$ cat config.mk
export PLATFORM = sky130hd
export DESIGN_NAME = vga_timing_core_flat
export DESIGN_NICKNAME = d
export VERILOG_FILES = /design/src/rtl/vga_timing_if.sv /design/src/rtl/vga_timing_core.sv /design/src/flat_wrapper.sv
export SDC_FILE = /design/constraint.sdc
export NUM_CORES = 1
export LEC_CHECK = 0
export BUFFER_PORTS_ARGS = -buffer_cell sky130_fd_sc_hd__buf_2
export CAP_MARGIN = 40
export CELL_PAD_IN_SITES_DETAIL_PLACEMENT = 1
export CELL_PAD_IN_SITES_GLOBAL_PLACEMENT = 2
export CORE_ASPECT_RATIO = 0.9
export CORE_MARGIN = 5
export CORE_UTILIZATION = 34
export CTS_BUF_LIST = sky130_fd_sc_hd__clkbuf_8
export DETAILED_ROUTE_END_ITERATION = 8
export PLACE_DENSITY = 0.81
export SYNTH_ARGS = -nofsm -noshare
export SYNTH_HDL_FRONTEND = slang
export SYNTH_SLANG_ARGS = --single-unit
$ cat constraint.sdc
create_clock -name clk -period 2.6 [get_ports clk]
set_clock_uncertainty 0.15 [all_clocks]
set_input_delay 0.52 -clock clk [delete_from_list [all_inputs] [get_ports clk]]
set_output_delay 0.52 -clock clk [all_outputs]
set_load 0.01 [all_outputs]
$ cat src/rtl/vga_timing_if.sv
// Bundles the pixel-enable, scroll and line-compare inputs with all raster timing outputs.
// master: the timing generator side; slave: the fetch/display/CPU consumer side.
interface vga_timing_if #(
   parameter int unsigned HW = 10,
   parameter int unsigned VW = 9,
   parameter int unsigned SW = 7
);
   logic          pix_en;
   logic [SW-1:0] scroll_x;
   logic [SW-1:0] scroll_y;
   logic [VW-1:0] raster_line;
   logic [HW-1:0] counter_x;
   logic [VW-1:0] counter_y;
   logic [HW-1:0] scr_x;
   logic [VW-1:0] scr_y;
   logic          in_display;
   logic          hsync;
   logic          vsync;
   logic          pix_phase;
   logic          frame_irq;
   logic          line_irq;
   logic          raster_irq;

   modport master (
      input  pix_en, scroll_x, scroll_y, raster_line,
      output counter_x, counter_y, scr_x, scr_y, in_display, hsync, vsync,
      output pix_phase, frame_irq, line_irq, raster_irq
   );

   modport slave (
      output pix_en, scroll_x, scroll_y, raster_line,
      input  counter_x, counter_y, scr_x, scr_y, in_display, hsync, vsync,
      input  pix_phase, frame_irq, line_irq, raster_irq
   );
endinterface

$ cat src/rtl/vga_timing_core.sv
// Parametrised raster timing generator: pixel/line counters, registered sync/window/scroll
// outputs and frame/line interrupt pulses. Define RASTER_IRQ_EN to enable the line-compare irq.
module vga_timing_core #(
   parameter int unsigned HW           = 10,
   parameter int unsigned VW           = 9,
   parameter int unsigned SW           = 7,
   parameter int unsigned H_TOTAL      = 768,
   parameter int unsigned H_DISP_START = 101,
   parameter int unsigned H_DISP_END   = 700,
   parameter int unsigned H_SYNC_START = 720,
   parameter int unsigned H_SYNC_LEN   = 16,
   parameter int unsigned V_TOTAL      = 512,
   parameter int unsigned V_DISP_START = 21,
   parameter int unsigned V_DISP_END   = 500,
   parameter int unsigned V_SYNC_START = 500,
   parameter int unsigned V_SYNC_LEN   = 1,
   parameter int unsigned X_OFFSET     = 48,
   parameter bit          SYNC_NEG     = 1'b1
) (
   input logic         clk,
   input logic         rst,
   vga_timing_if.master bus
);

   logic [HW-1:0] cx_q, cx_d;
   logic [VW-1:0] cy_q, cy_d;
   logic [SW-1:0] shx_q, shy_q;
   logic [HW-1:0] scr_x_q, scr_x_d;
   logic [VW-1:0] scr_y_q, scr_y_d;
   logic          in_display_q, in_display_d;
   logic          hsync_q, vsync_q;
   logic          hs_act, vs_act;
   logic          pix_phase_q;
   logic          frame_irq_q, line_irq_q, raster_irq_q;
   logic          x_wrap, y_wrap, raster_hit;
   int unsigned   xi, yi;

   always_comb begin
      xi = 32'(cx_q);
      yi = 32'(cy_q);
      x_wrap = (xi == H_TOTAL - 1);
      y_wrap = (yi == V_TOTAL - 1);

      cx_d = x_wrap ? '0 : cx_q + 1'b1;
      cy_d = cy_q;
      if (x_wrap) begin
         cy_d = y_wrap ? '0 : cy_q + 1'b1;
      end

      // Stage-2 values come from the pre-update counters, one pixel tick behind.
      in_display_d = (xi >= H_DISP_START) && (xi < H_DISP_END) &&
                     (yi >= V_DISP_START) && (yi < V_DISP_END);
      hs_act  = (xi >= H_SYNC_START) && (xi < H_SYNC_START + H_SYNC_LEN);
      vs_act  = (yi >= V_SYNC_START) && (yi < V_SYNC_START + V_SYNC_LEN);
      scr_x_d = HW'(xi + 32'({shx_q, 1'b0}) - X_OFFSET);
      scr_y_d = VW'(yi + 32'({shy_q, 1'b0}));

`ifdef RASTER_IRQ_EN
      // cy_d never reaches V_TOTAL, so out-of-range compare values cannot fire.
      raster_hit = (32'(cy_d) == 32'(bus.raster_line));
`else
      raster_hit = 1'b0;
`endif
   end

   always_ff @(posedge clk) begin
      if (rst) begin
         cx_q         <= '0;
         cy_q         <= '0;
         shx_q        <= '0;
         shy_q        <= '0;
         scr_x_q      <= '0;
         scr_y_q      <= '0;
         in_display_q <= 1'b0;
         hsync_q      <= SYNC_NEG;
         vsync_q      <= SYNC_NEG;
         pix_phase_q  <= 1'b0;
         frame_irq_q  <= 1'b0;
         line_irq_q   <= 1'b0;
         raster_irq_q <= 1'b0;
      end else begin
         pix_phase_q  <= cx_q[0];
         frame_irq_q  <= 1'b0;
         line_irq_q   <= 1'b0;
         raster_irq_q <= 1'b0;
         if (bus.pix_en) begin
            cx_q         <= cx_d;
            cy_q         <= cy_d;
            scr_x_q      <= scr_x_d;
            scr_y_q      <= scr_y_d;
            in_display_q <= in_display_d;
            hsync_q      <= hs_act ^ SYNC_NEG;
            vsync_q      <= vs_act ^ SYNC_NEG;
            line_irq_q   <= x_wrap;
            raster_irq_q <= x_wrap && raster_hit;
            // Scroll is latched only at the frame wrap so a frame never tears.
            if (x_wrap && y_wrap) begin
               frame_irq_q <= 1'b1;
               shx_q       <= bus.scroll_x;
               shy_q       <= bus.scroll_y;
            end
         end
      end
   end

   assign bus.counter_x  = cx_q;
   assign bus.counter_y  = cy_q;
   assign bus.scr_x      = scr_x_q;
   assign bus.scr_y      = scr_y_q;
   assign bus.in_display = in_display_q;
   assign bus.hsync      = hsync_q;
   assign bus.vsync      = vsync_q;
   assign bus.pix_phase  = pix_phase_q;
   assign bus.frame_irq  = frame_irq_q;
   assign bus.line_irq   = line_irq_q;
   assign bus.raster_irq = raster_irq_q;

endmodule

$ cat src/flat_wrapper.sv
// flat-port wrapper written by rule: the top's interface ports become plain ports
module vga_timing_core_flat 
#(
   parameter int unsigned HW           = 10,
   parameter int unsigned VW           = 9,
   parameter int unsigned SW           = 7,
   parameter int unsigned H_TOTAL      = 768,
   parameter int unsigned H_DISP_START = 101,
   parameter int unsigned H_DISP_END   = 700,
   parameter int unsigned H_SYNC_START = 720,
   parameter int unsigned H_SYNC_LEN   = 16,
   parameter int unsigned V_TOTAL      = 512,
   parameter int unsigned V_DISP_START = 21,
   parameter int unsigned V_DISP_END   = 500,
   parameter int unsigned V_SYNC_START = 500,
   parameter int unsigned V_SYNC_LEN   = 1,
   parameter int unsigned X_OFFSET     = 48,
   parameter bit          SYNC_NEG     = 1'b1
)
  (clk, rst, bus_pix_en, bus_scroll_x, bus_scroll_y, bus_raster_line, bus_counter_x, bus_counter_y, bus_scr_x, bus_scr_y, bus_in_display, bus_hsync, bus_vsync, bus_pix_phase, bus_frame_irq, bus_line_irq, bus_raster_irq);
  vga_timing_if #(.HW(HW), .VW(VW), .SW(SW)) bus_i ();
  input logic clk;
  input logic rst;
  input wire logic [$bits(bus_i.pix_en)-1:0] bus_pix_en;
  input wire logic [$bits(bus_i.scroll_x)-1:0] bus_scroll_x;
  input wire logic [$bits(bus_i.scroll_y)-1:0] bus_scroll_y;
  input wire logic [$bits(bus_i.raster_line)-1:0] bus_raster_line;
  output wire logic [$bits(bus_i.counter_x)-1:0] bus_counter_x;
  output wire logic [$bits(bus_i.counter_y)-1:0] bus_counter_y;
  output wire logic [$bits(bus_i.scr_x)-1:0] bus_scr_x;
  output wire logic [$bits(bus_i.scr_y)-1:0] bus_scr_y;
  output wire logic [$bits(bus_i.in_display)-1:0] bus_in_display;
  output wire logic [$bits(bus_i.hsync)-1:0] bus_hsync;
  output wire logic [$bits(bus_i.vsync)-1:0] bus_vsync;
  output wire logic [$bits(bus_i.pix_phase)-1:0] bus_pix_phase;
  output wire logic [$bits(bus_i.frame_irq)-1:0] bus_frame_irq;
  output wire logic [$bits(bus_i.line_irq)-1:0] bus_line_irq;
  output wire logic [$bits(bus_i.raster_irq)-1:0] bus_raster_irq;
  assign bus_i.pix_en = bus_pix_en;
  assign bus_i.scroll_x = bus_scroll_x;
  assign bus_i.scroll_y = bus_scroll_y;
  assign bus_i.raster_line = bus_raster_line;
  assign bus_counter_x = bus_i.counter_x;
  assign bus_counter_y = bus_i.counter_y;
  assign bus_scr_x = bus_i.scr_x;
  assign bus_scr_y = bus_i.scr_y;
  assign bus_in_display = bus_i.in_display;
  assign bus_hsync = bus_i.hsync;
  assign bus_vsync = bus_i.vsync;
  assign bus_pix_phase = bus_i.pix_phase;
  assign bus_frame_irq = bus_i.frame_irq;
  assign bus_line_irq = bus_i.line_irq;
  assign bus_raster_irq = bus_i.raster_irq;
  vga_timing_core #(.HW(HW), .VW(VW), .SW(SW), .H_TOTAL(H_TOTAL), .H_DISP_START(H_DISP_START), .H_DISP_END(H_DISP_END), .H_SYNC_START(H_SYNC_START), .H_SYNC_LEN(H_SYNC_LEN), .V_TOTAL(V_TOTAL), .V_DISP_START(V_DISP_START), .V_DISP_END(V_DISP_END), .V_SYNC_START(V_SYNC_START), .V_SYNC_LEN(V_SYNC_LEN), .X_OFFSET(X_OFFSET), .SYNC_NEG(SYNC_NEG)) u_core (.clk(clk), .rst(rst), .bus(bus_i));
endmodule
-- Word level (Yosys, flattened, before mapping)
Index checks and enable logic that the tools add are counted.
- word-level logic and storage cells: 42
- output and inout port bits: 45
- flip-flop bits (word level): 58
- $lt $le $gt $ge: 8
- bitwise gates (word level): 3
- reduce and logical (&&, ||, !) cells: 9
- equal/unequal tests: 2
- muxes and demuxes: 3
- $add $sub $neg: 5
- operators with widths (operator ; count):
    less-than comparator 10 bit, second input constant ; 2
    less-than comparator 9 bit, second input constant ; 2
    adder 10 x 1 -> 10 bit, second input constant ; 1
    adder 10 x 8 -> 10 bit ; 1
    == test 10 bit, second input constant ; 1
    >= comparator 10 bit, second input constant ; 1
    >= comparator 10 x 7 -> 1 bit, second input constant ; 1
    two-way mux 10 bit ; 1
    subtractor 10 x 6 -> 10 bit, second input constant ; 1
    adder 9 x 1 -> 9 bit, second input constant ; 1
    adder 9 x 8 -> 9 bit ; 1
    == test 9 bit, second input constant ; 1
    >= comparator 9 x 5 -> 1 bit, second input constant ; 1
    >= comparator 9 bit, second input constant ; 1
    two-way mux 9 bit ; 1
    logical AND 1 bit ; 6
    AND reduction 2 bit ; 2
    NOT 1 bit ; 3
    OR reduction 2 bit ; 1
    two-way mux 1 bit ; 1

-- Longest topological paths before layout
Gate-level depths: netlist of the first run.
- depth after elaboration: 4
- mapped depth: 10

-- Worst setup path before layout of the first run
OpenSTA, ideal clock, no wires.
- kind: register to register
- start: register u_core.cy_q[1] (netlist: u_core.bus.counter_y[1])
- end: register u_core.scr_y_q[7] (netlist: u_core.bus.scr_y[7])
- data required time: 2.318 ns
- library setup time: 0.132 ns
- data arrival time: 1.959 ns
- cell stages (with the launch flop): 7
- clock period less this slack: 2.242 ns
- buffers on the path: 0
- path slack: 0.358 ns
- cell sequence: dfxtp_1 ha_1 fa_1 a21o_1 a211oi_1 nor4_1 or3b_2
- cells in the longest elaborated chain, start to end: 1
- RTL lines (item ; RTL line ; source):
    from (decl) ; vga_timing_core.sv:26 ; logic [VW-1:0] cy_q, cy_d;
    from (signal assigned) ; vga_timing_core.sv:88 ; cy_q <= cy_d;
    adder 9 x 8 -> 9 bit ; vga_timing_core.sv:56 ; scr_y_d = VW'(yi + 32'({shy_q, 1'b0}));
    to (signal assigned) ; vga_timing_core.sv:90 ; scr_y_q <= scr_y_d;
    to (decl) ; vga_timing_core.sv:29 ; logic [VW-1:0] scr_y_q, scr_y_d;
No other way between the ends.
A chain may end at the register's enable or synchronous reset.

-- Worst setup path in the final report of the first run
- start: register u_core.cx_q[2] (netlist: u_core.bus.counter_x[2])
- end: register u_core.scr_x_q[8] (netlist: u_core.bus.scr_x[8])
- cells in the longest elaborated chain, start to end: 2
- RTL lines (item ; RTL line ; source):
    from (decl) ; vga_timing_core.sv:25 ; logic [HW-1:0] cx_q, cx_d;
    from (signal assigned) ; vga_timing_core.sv:68 ; cx_q <= '0;
    from (signal assigned) ; vga_timing_core.sv:87 ; cx_q <= cx_d;
    adder 10 x 8 -> 10 bit ; vga_timing_core.sv:55 ; scr_x_d = HW'(xi + 32'({shx_q, 1'b0}) - X_OFFSET);
    subtractor 10 x 6 -> 10 bit ; vga_timing_core.sv:55 ;
    to (signal assigned) ; vga_timing_core.sv:89 ; scr_x_q <= scr_x_d;
    to (decl) ; vga_timing_core.sv:28 ; logic [HW-1:0] scr_x_q, scr_x_d;
No other way between the ends.

==> results.sh, run 1 <==
export IMPL_startpoint_type="register"
export IMPL_cp_max_fo=3
export IMPL_ys_flop_type="dfxtp_1"
export IMPL_die_h_microns=102.4
export IMPL_final_common_cell="buf_2"
export IMPL_p_sw_uw=442.7
export IMPL_switching_share_pct=23.36
export IMPL_final_net_count=478
export IMPL_setup_viol=0
export IMPL_drcViolationCount=0
export IMPL_netlist_top_cell_by_area="dfxtp_1"
export IMPL_grt_antenna_before_repair=0
export IMPL_port_buffers=60
export IMPL_met1_usage_pct=20.55
export IMPL_synthArstFlopShare_pct=0
export IMPL_yosysTopAreaCellShare_pct=36.04
export IMPL_ys_types=53
export IMPL_power_density_nw_per_um2=490.8
export IMPL_overflow=0
export IMPL_r2r_cells=9
export IMPL_synth_area_leaders="dfxtp_1, ha_1, nor2_1"
export IMPL_synthCells=349
export IMPL_vias=2659
export IMPL_clock_sinks=58
export IMPL_dieArea_sq_um=11530
export IMPL_syn_area_per_cell_sq_um=9.232
export IMPL_worstPathArrival_ns=2.46
export IMPL_grt_util_all_layers_pct=15.62
export IMPL_clk_latency_ns=0.34
export IMPL_rsz0062_at_grt="false"
export IMPL_p_leak_uw=0.001824
export IMPL_vias_per_cell=4.897
export IMPL_clockPowerShare_pct=46.5
export IMPL_ant_nets=0
export IMPL_p_int_uw=1453
export IMPL_whs_path_depth=2
export IMPL_synth_edff_count=0
export IMPL_fmax_ghz=0.4156
export IMPL_cts_max_level=3
export IMPL_min_path_type="primary input to register"
export IMPL_synth_warnings=0
export IMPL_grt_max_degree=32
export IMPL_gr_max_usage_layer="met2"
export IMPL_die_x_microns=112.6
export IMPL_tns_ns=0
export IMPL_rows=33
export IMPL_seqPwrFrac_pct=47.9
export IMPL_synth_seq_cells=58
export IMPL_numCtsBuffers=9
export IMPL_power_frac_comb_pct=5.7
export IMPL_routedWlPerCell_microns=16.07
export IMPL_syn_area_sq_um=3222
export IMPL_layout_min_cycle_time_ns=2.406
export IMPL_post_route_period_util_pct=92.54
export IMPL_drt_pass1_iter_count=4
export IMPL_routed_wl_microns=8728
export IMPL_boundaryPins=71
export IMPL_worst_pin_slew_ns=0.5272
export IMPL_finalHoldViolations=0
export IMPL_power_total_uw=1896
export IMPL_holdWs_ns=0.2332
export IMPL_seq_area_frac_synth_pct=36.04
export IMPL_grt_pass1_vias=2706
export IMPL_start_util_pct=35.15
export IMPL_drive_gt1_share_pct=24.23
export IMPL_synth_fp_nets=410
export IMPL_clk_pin_slew_ns=0.07
export IMPL_ctsHoldBuffers=0
export IMPL_cts_tree="built"
export IMPL_dp_hpwl_microns=6421
export IMPL_final_cell_mix="buf_2, dfxtp_1, nor2_1"
export IMPL_vdd_ir_drop_max_uv=257.9
export IMPL_outcome="finished, final reports clean"
export IMPL_maxCapViolations=0
export IMPL_end_kind="register"
export IMPL_post_route_util_pct=42.14
export IMPL_max_slew_margin_rel_pct=64.85
export IMPL_use_met3_pct=4.381
export IMPL_gp_congestion=0.7575
export IMPL_drt_iter0_drc=105
export IMPL_syn2layout_area_growth_pct=19.88
export IMPL_slew_violations=0
export IMPL_coreArea_sq_um=9166
export IMPL_clockRootBuffer="clkbuf_8"
export IMPL_globalRouteMet2Util_pct=24.82
export IMPL_diodes=0
export IMPL_clockBufferDepth=2
export IMPL_crit_required_ns=2.65
export IMPL_worstSetupPathType="register to register"
export IMPL_rrSetupSlack_ns=0.19
export IMPL_grt_first_pass_wirelength_microns=13990
[routing by layer]
| metal | vias to the layer above | routed length (microns) | part of all wire (%) |
|---|---|---|---|
| met5 | - | 0 | 0 |
| met4 | 0 | 99 | 1.1 |
| met3 | 10 | 371 | 4.3 |
| met2 | 46 | 3920 | 45 |
| met1 | 1246 | 4336 | 50 |
| li1 | 1357 | - | - |
[cells by family (layout without fill, tap and decap cells)]
| family | count (synthesis) | in the layout | share of synthesized area (%) |
|---|---|---|---|
| other | 1 | 1 | 0.1164 |
| muxes | 10 | 10 | 3.107 |
| and+or+nand+nor | 120 | 120 | 20.93 |
| AOI/OAI and AO/OA | 62 | 62 | 13.36 |
| DFF | 58 | 58 | 36.04 |
| xor gates and xnor gates | 20 | 20 | 5.437 |
| adders and majority gates | 35 | 35 | 14.06 |
| buffers and inverters | 43 | 115 | 6.951 |
[cells in the mapped netlist (all sizes together) (8+ instances only)]
cell type and n:
o21ai 15, nand2b 12, a22o 14, nand2 13, dfxtp 58, nand3 14
nand4 8, a21oi 8, nor2 47, buf 13, ha 33, xnor2 11
xor2 9, inv 25, a211oi 8, mux2i 10
[stage by stage]
stage               worst slack [ns]  std cells  cell area [sq um]
finish                        0.1939        543               3862
floorplan                     0.3583        349               3222
detailed placement            0.1666        528               3657
CTS                           0.1699        543               3861
global placement              0.2571        528               3657
global route                 0.03226        543               3862
[timing repair]
| item | 4_1_cts | 5_1_grt |
|---|---|---|
| setup buffers | 0 | 0 |
| endpoints found under the setup margin | 0 | 2 |
| resized for setup | 0 | 1 |
[final cells by class]
| cell class | count | area, sq um |
|---|---|---|
| inverters | 25 | 93.84 |
| clock inverters | 3 | 38.79 |
| multi-input cells | 248 | 1837 |
| flip-flops and latches | 58 | 1162 |
| fillers | 1098 | 5304 |
| clock buffers | 12 | 165.2 |
| repair buffers | 75 | 412.9 |
| well taps | 122 | 152.6 |
[worst max-delay path: stages, from the launching register on]
cell      delay (ns)
dfxtp_1         0.32
ha_1            0.28
ha_1            0.19
inv_1           0.07
fa_1            0.41
nor2b_1         0.12
o21ai_0         0.14
a21oi_1         0.25
mux2i_1         0.22
o311ai_0        0.13
[flip-flops by register name (all words and copies together) (netlist names), 7 cells and up]
signal / count
u_core.bus.scr_x: 10
u_core.shy_q: 7
u_core.bus.counter_y: 9
u_core.bus.scr_y: 9
u_core.bus.counter_x: 10
u_core.shx_q: 7
[worst paths after layout]
path,from,endpoint
max reg2reg,u_core.bus.counter_x[2]$_SDFFE_PP0P_,u_core.bus.scr_x[8]$_SDFFE_PP0P_
max,u_core.bus.counter_x[2]$_SDFFE_PP0P_,u_core.bus.scr_x[8]$_SDFFE_PP0P_
min,bus_scroll_y[2],u_core.shy_q[2]$_SDFFE_PP0P_
min reg2reg,u_core.bus.scr_x[6]$_SDFFE_PP0P_,u_core.bus.scr_x[6]$_SDFFE_PP0P_
[power by group through the flow]
stage	Sequential [uW]	Combinational (uW)	Clock, uW
after floorplan	933	60.9	0
after global placement	928	107	0
after detailed placement	928	109	0
after CTS	907	110	910
after global routing	908	119	948
final	907	107	881
Power figures use the tool's default switching activity.
==> run 2: changes to the inputs <==
--- a/config.mk
+++ b/config.mk
@@ -11,10 +11,10 @@
 export CELL_PAD_IN_SITES_GLOBAL_PLACEMENT = 2
 export CORE_ASPECT_RATIO = 0.9
 export CORE_MARGIN = 5
-export CORE_UTILIZATION = 34
+export CORE_UTILIZATION = 31
 export CTS_BUF_LIST = sky130_fd_sc_hd__clkbuf_8
 export DETAILED_ROUTE_END_ITERATION = 8
-export PLACE_DENSITY = 0.81
+export PLACE_DENSITY = 0.78
 export SYNTH_ARGS = -nofsm -noshare
 export SYNTH_HDL_FRONTEND = slang
 export SYNTH_SLANG_ARGS = --single-unit
==> constraint.sdc (replaced) <==
create_clock -name clk -period 1.95 [get_ports clk]
set_clock_uncertainty 0.15 [all_clocks]
set_input_delay 0.39 -clock clk [delete_from_list [all_inputs] [get_ports clk]]
set_output_delay 0.39 -clock clk [all_outputs]
set_load 0.01 [all_outputs]
==> run 2 against run 1 <==
The flow now finishes with violations (setup timing). Sequential share of layout area fell by 4.6 points. Via count rose by 11%. Cell count rose by 12%. Combinational power up 55%. Total power rose by 38%. Critical endpoint is now u_core.bus.scr_y[7]$_SDFFE_PP0P_. Largest cell class unchanged. Highest routed layer unchanged.
==> results.sh, run 2 (synthesis gave the netlist of run 1 again) <==
export IMPL_final_net_count=533
export IMPL_finalHoldViolations=0
export IMPL_worstSetupPathType="register to register"
export IMPL_clk_latency_ns=0.34
export IMPL_startpoint_type="register"
export IMPL_maxCapViolations=0
export IMPL_dpl_cell_area_sq_um=4103
export IMPL_die_h_microns=106.7
export IMPL_outcome="finished with violations"
export IMPL_num_fill_cells=1193
export IMPL_routedWlPerCell_microns=17.00
export IMPL_grt_pass1_vias=3094
export IMPL_p_int_uw=2011
export IMPL_die_x_microns=117.5
export IMPL_post_route_period_util_pct=108.0
export IMPL_holdWs_ns=0.1005
export IMPL_clockPowerShare_pct=47.8
export IMPL_clk_pin_slew_ns=0.07
export IMPL_fin_cells=606
export IMPL_drt_iter0_drc=83
export IMPL_seqPwrFrac_pct=45.9
export IMPL_power_total_uw=2624
export IMPL_p_sw_uw=613.4
export IMPL_final_common_cell="buf_4"
export IMPL_dp_cells=578
export IMPL_fmax_ghz=0.4750
export IMPL_switching_share_pct=23.37
export IMPL_grt_util_all_layers_pct=15.56
export IMPL_end_kind="register"
export IMPL_grt_first_pass_wirelength_microns=15770
export IMPL_gp_congestion=0.8065
export IMPL_routed_wl_microns=10300
export IMPL_overflow=0
export IMPL_syn2layout_area_growth_pct=45.13
export IMPL_numCtsBuffers=9
export IMPL_dp_hpwl_microns=7088
export IMPL_grt_max_degree=50
export IMPL_drcViolationCount=0
export IMPL_diodes=0
export IMPL_worstPathArrival_ns=2.18
export IMPL_p_leak_uw=0.002159
export IMPL_clockBufferDepth=2
export IMPL_power_density_nw_per_um2=561.3
export IMPL_boundaryPins=71
export IMPL_crit_required_ns=2.03
export IMPL_fin_ws_ns=-0.1552
export IMPL_coreArea_sq_um=10200
export IMPL_drive_gt1_share_pct=45.28
export IMPL_tns_ns=-0.5320
export IMPL_vias_per_cell=4.883
export IMPL_vdd_ir_drop_max_uv=298.7
export IMPL_design_area_sq_um=4676
export IMPL_clockRootBuffer="clkbuf_8"
export IMPL_rsz0062_at_grt="true"
export IMPL_violations="setup timing"
export IMPL_slew_violations=0
export IMPL_dieArea_sq_um=12530
export IMPL_rows=35
export IMPL_grt_antenna_before_repair=0
export IMPL_vias=2959
export IMPL_cp_max_fo=2
export IMPL_min_path_type="primary input to register"
export IMPL_layout_min_cycle_time_ns=2.105
export IMPL_power_frac_comb_pct=6.3
export IMPL_drt_pass1_iter_count=4
export IMPL_setup_viol=7
export IMPL_clock_sinks=58
export IMPL_cts_max_level=3
export IMPL_ant_nets=0
export IMPL_port_buffers=60
export IMPL_cts_tree="built"
export IMPL_rrSetupSlack_ns=-0.16
export IMPL_start_util_pct=31.58
export IMPL_final_cell_mix="buf_4, buf_2, dfxtp_1"
[run 2: cell count changes in the layout (fill, tap and decap cells not counted), sizes merged]
cell    before  now
buf         75  129
bufinv       1    2
clkbuf      12   10
clkinv       1    4
inv         26   25
nor2        47   48
[run 2: final cells by class]
| type | count | area, sq um | area share (%) |
|---|---|---|---|
| clock buffer | 10 | 137.6 | 2.944 |
| clock inverter | 6 | 80.08 | 1.713 |
| inverter | 25 | 96.34 | 2.060 |
| timing repair buffer | 129 | 865.8 | 18.52 |
| tap | 129 | 161.4 | 3.452 |
| multi-input combinational | 249 | 2145 | 45.87 |
| sequential | 58 | 1190 | 25.45 |
[run 2: worst paths after layout]
check | start | end | cells after the start
worst max register to register | u_core.bus.counter_y[1]$_SDFFE_PP0P_ | u_core.bus.scr_y[7]$_SDFFE_PP0P_ | 6
worst max-delay path | u_core.bus.counter_y[1]$_SDFFE_PP0P_ | u_core.bus.scr_y[7]$_SDFFE_PP0P_ | 6
worst min register to register | u_core.bus.scr_y[5]$_SDFFE_PP0P_ | u_core.bus.scr_y[5]$_SDFFE_PP0P_ | 2
worst min-delay path | bus_scroll_y[6] | u_core.shy_q[6]$_SDFFE_PP0P_ | 2
[run 2: stage by stage]
stage | setup WS (ns) | utilization (%)
floorplan | -0.1150 | -
global placement | -0.2090 | 40.21
detailed placement | -0.2533 | 40.21
CTS | -0.1431 | 43.63
global route | -0.2414 | 45.82
finish | -0.1552 | 45.82
[run 2: repair_timing]
action                                  CTS  global route
pin swaps                                22            19
endpoints found under the setup margin   28            39
gates resized for setup                  23            38
setup buffers                             6             5
gates cloned                              0             1
hold buffers                              0             0
[run 2: power groups by stage]
stage / clock network [uW] / logic, uW / registers [uW]
after detailed placement: 0 / 162 / 1230
final: 1250 / 166 / 1200
after global routing: 1350 / 182 / 1210
after global placement: 0 / 157 / 1230
after CTS: 1290 / 163 / 1210
after floorplan: 0 / 82.1 / 1240
[run 2: layer usage]
metal | GRT usage (%) | wire length (microns) | up-vias
li1 | - | - | 1465
met1 | 20.41 | 4995 | 1446
met2 | 25.16 | 4913 | 40
met3 | 4.008 | 291 | 8
met4 | 4.832 | 100 | 0
met5 | 0 | 0 | -
[run 2: critical path: stages, from the launching register on]
cell and delay, ns:
dfxtp_2 0.34, ha_4 0.16, fa_2 0.38, a21o_1 0.23, a211oi_2 0.25, nor4_2 0.09
or3b_4 0.38
==> run 3: changes to the inputs <==
--- a/config.mk
+++ b/config.mk
@@ -11,10 +11,10 @@
 export CELL_PAD_IN_SITES_GLOBAL_PLACEMENT = 2
 export CORE_ASPECT_RATIO = 0.9
 export CORE_MARGIN = 5
-export CORE_UTILIZATION = 31
-export CTS_BUF_LIST = sky130_fd_sc_hd__clkbuf_8
+export CORE_UTILIZATION = 30
 export DETAILED_ROUTE_END_ITERATION = 8
-export PLACE_DENSITY = 0.78
+export GPL_ROUTABILITY_DRIVEN = 0
+export PLACE_DENSITY = 0.76
 export SYNTH_ARGS = -nofsm -noshare
 export SYNTH_HDL_FRONTEND = slang
 export SYNTH_SLANG_ARGS = --single-unit
==> run 3 against run 2 <==
The flow still finishes with violations (setup timing). Cell count is 0.83% lower. Worst hold slack better by 0.013 ns. Register-to-register slack better by 0.03 ns. Wire length is 0.47% lower. Total power is 17% higher. Highest routed layer unchanged.
==> results.sh, run 3 (synthesis gave the netlist of run 1 again) <==
export IMPL_grt_max_degree=50
export IMPL_clock_sinks=58
export IMPL_final_net_count=528
export IMPL_grt_first_pass_wirelength_microns=16240
export IMPL_cts_tree="built"
export IMPL_setup_viol=5
export IMPL_die_x_microns=119.2
export IMPL_power_frac_comb_pct=5.7
export IMPL_p_leak_uw=0.002172
export IMPL_seqPwrFrac_pct=39.4
export IMPL_fmax_ghz=0.4818
export IMPL_vdd_ir_drop_max_uv=483.0
export IMPL_boundaryPins=71
export IMPL_worstSetupPathType="register to register"
export IMPL_coreArea_sq_um=10380
export IMPL_vias_per_cell=4.933
export IMPL_drt_pass1_iter_count=4
export IMPL_fin_ws_ns=-0.1255
export IMPL_cp_max_fo=2
export IMPL_slew_violations=0
export IMPL_worstPathArrival_ns=2.14
export IMPL_port_buffers=60
export IMPL_routedWlPerCell_microns=17.06
export IMPL_diodes=0
export IMPL_cp_slowest_cell="or3b_4"
export IMPL_ctsHoldBuffers=0
export IMPL_post_route_period_util_pct=106.4
export IMPL_grt_util_all_layers_pct=16.11
export IMPL_drive_gt1_share_pct=45.76
export IMPL_clockPowerShare_pct=54.9
export IMPL_rrSetupSlack_ns=-0.13
export IMPL_clockRootBuffer="clkbuf_16"
export IMPL_maxCapViolations=0
export IMPL_max_stage_delay_ns=0.37
export IMPL_power_density_nw_per_um2=644.8
export IMPL_num_fill_cells=1180
export IMPL_min_path_type="primary input to register"
export IMPL_start_util_pct=31.04
export IMPL_dieArea_sq_um=12910
export IMPL_dp_hpwl_microns=7220
export IMPL_power_total_uw=3062
export IMPL_grt_antenna_before_repair=0
export IMPL_finalHoldViolations=0
export IMPL_grt_pass1_vias=3096
export IMPL_outcome="finished with violations"
export IMPL_drt_iter0_drc=79
export IMPL_end_kind="register"
export IMPL_die_h_microns=108.3
export IMPL_holdWs_ns=0.1133
export IMPL_clk_pin_slew_ns=0.05
export IMPL_rsz0062_at_grt="true"
export IMPL_startpoint_type="register"
export IMPL_p_sw_uw=690.8
export IMPL_overflow=0
export IMPL_p_int_uw=2371
export IMPL_rows=35
export IMPL_routed_wl_microns=10250
export IMPL_crit_required_ns=2.02
export IMPL_ant_nets=0
export IMPL_layout_min_cycle_time_ns=2.075
export IMPL_syn2layout_area_growth_pct=47.42
export IMPL_cp_cell_sequence="ha_4 -> fa_2 -> a21o_1 -> a211oi_2 -> nor4_1 -> or3b_4"
export IMPL_switching_share_pct=22.56
export IMPL_cts_max_level=3
export IMPL_final_cell_mix="buf_2, buf_4, nor2_1"
export IMPL_vias=2965
export IMPL_clockBufferDepth=2
export IMPL_drcViolationCount=0
export IMPL_clk_latency_ns=0.34
export IMPL_violations="setup timing"
export IMPL_final_common_cell="buf_2"
export IMPL_numCtsBuffers=9
==> run 3: changes by cell type in the layout (fill, tap and decap cells not counted), sizes merged <==
cell / before / now
buf: 129 / 124
clkbuf: 10 / 12
clkinv: 4 / 2
bufinv: 2 / 1
clkinvlp: 0 / 1
==> run 3: power groups by stage <==
stage / Combinational, uW / Sequential [uW] / Clock, uW
finish: 175 / 1210 / 1680
global route: 193 / 1210 / 1780
CTS: 161 / 1210 / 1710
detailed placement: 154 / 1230 / 0
global placement: 151 / 1230 / 0
floorplan: 82.1 / 1240 / 0
==> run 3: what timing repair did <==
item,CTS,global route
gates cloned,1,0
buffers inserted,5,5
pin swaps,18,35
resized for setup,22,50
endpoints found under the setup margin,26,36
==> run 3: per-layer routing <==
layer	routed length, microns	vias to the layer above	GRT usage (%)
li1	-	1456	-
met1	4714	1445	20.41
met2	4967	53	26.38
met3	403	11	4.603
met4	168	0	5.542
met5	0	-	0
==> run 3: worst paths after layout <==
path                                   startpoint  depth (start not counted)                                to
min                               bus_scroll_y[2]                          2      u_core.shy_q[2]$_SDFFE_PP0P_
min reg2reg      u_core.bus.scr_x[2]$_SDFFE_PP0P_                          2  u_core.bus.scr_x[2]$_SDFFE_PP0P_
max reg2reg  u_core.bus.counter_y[1]$_SDFFE_PP0P_                          6  u_core.bus.scr_y[7]$_SDFFE_PP0P_
max          u_core.bus.counter_y[1]$_SDFFE_PP0P_                          6  u_core.bus.scr_y[7]$_SDFFE_PP0P_
==> run 3: worst max-delay path, delay by kind of cell, from the launching register on <==
kind / cells / cell delay, ns
compound gates: 2 / 0.47
flops: 1 / 0.35
fa+ha+maj: 2 / 0.52
simple gates: 2 / 0.46
==> run 3: metrics by stage <==
stage / instance area (sq um) / TNS [ns] / cells / util, % / setup WS, ns
final: 4750 / -0.4548 / 601 / 45.76 / -0.1255
after global routing: 4750 / -1.861 / 601 / 45.76 / -0.2179
after CTS: 4526 / -0.4685 / 597 / 43.60 / -0.1289
after detailed placement: 4068 / -4.147 / 575 / 39.19 / -0.2442
after global placement: 4068 / -2.898 / 575 / 39.19 / -0.2112
after floorplan: 3311 / -0.2785 / 349 / - / -0.1150
==> run 3: final cells by class <==
cell class              count  area (sq um)  share of cell area [%]
multi-input cells         249          2155                   45.36
well taps                 129         161.4                   3.398
repair buffers            124         823.3                   17.33
clock buffers              12         267.8                   5.638
flip-flops and latches     58          1196                   25.18
inverters                  25         98.84                   2.081
clock inverters             4         47.55                   1.001
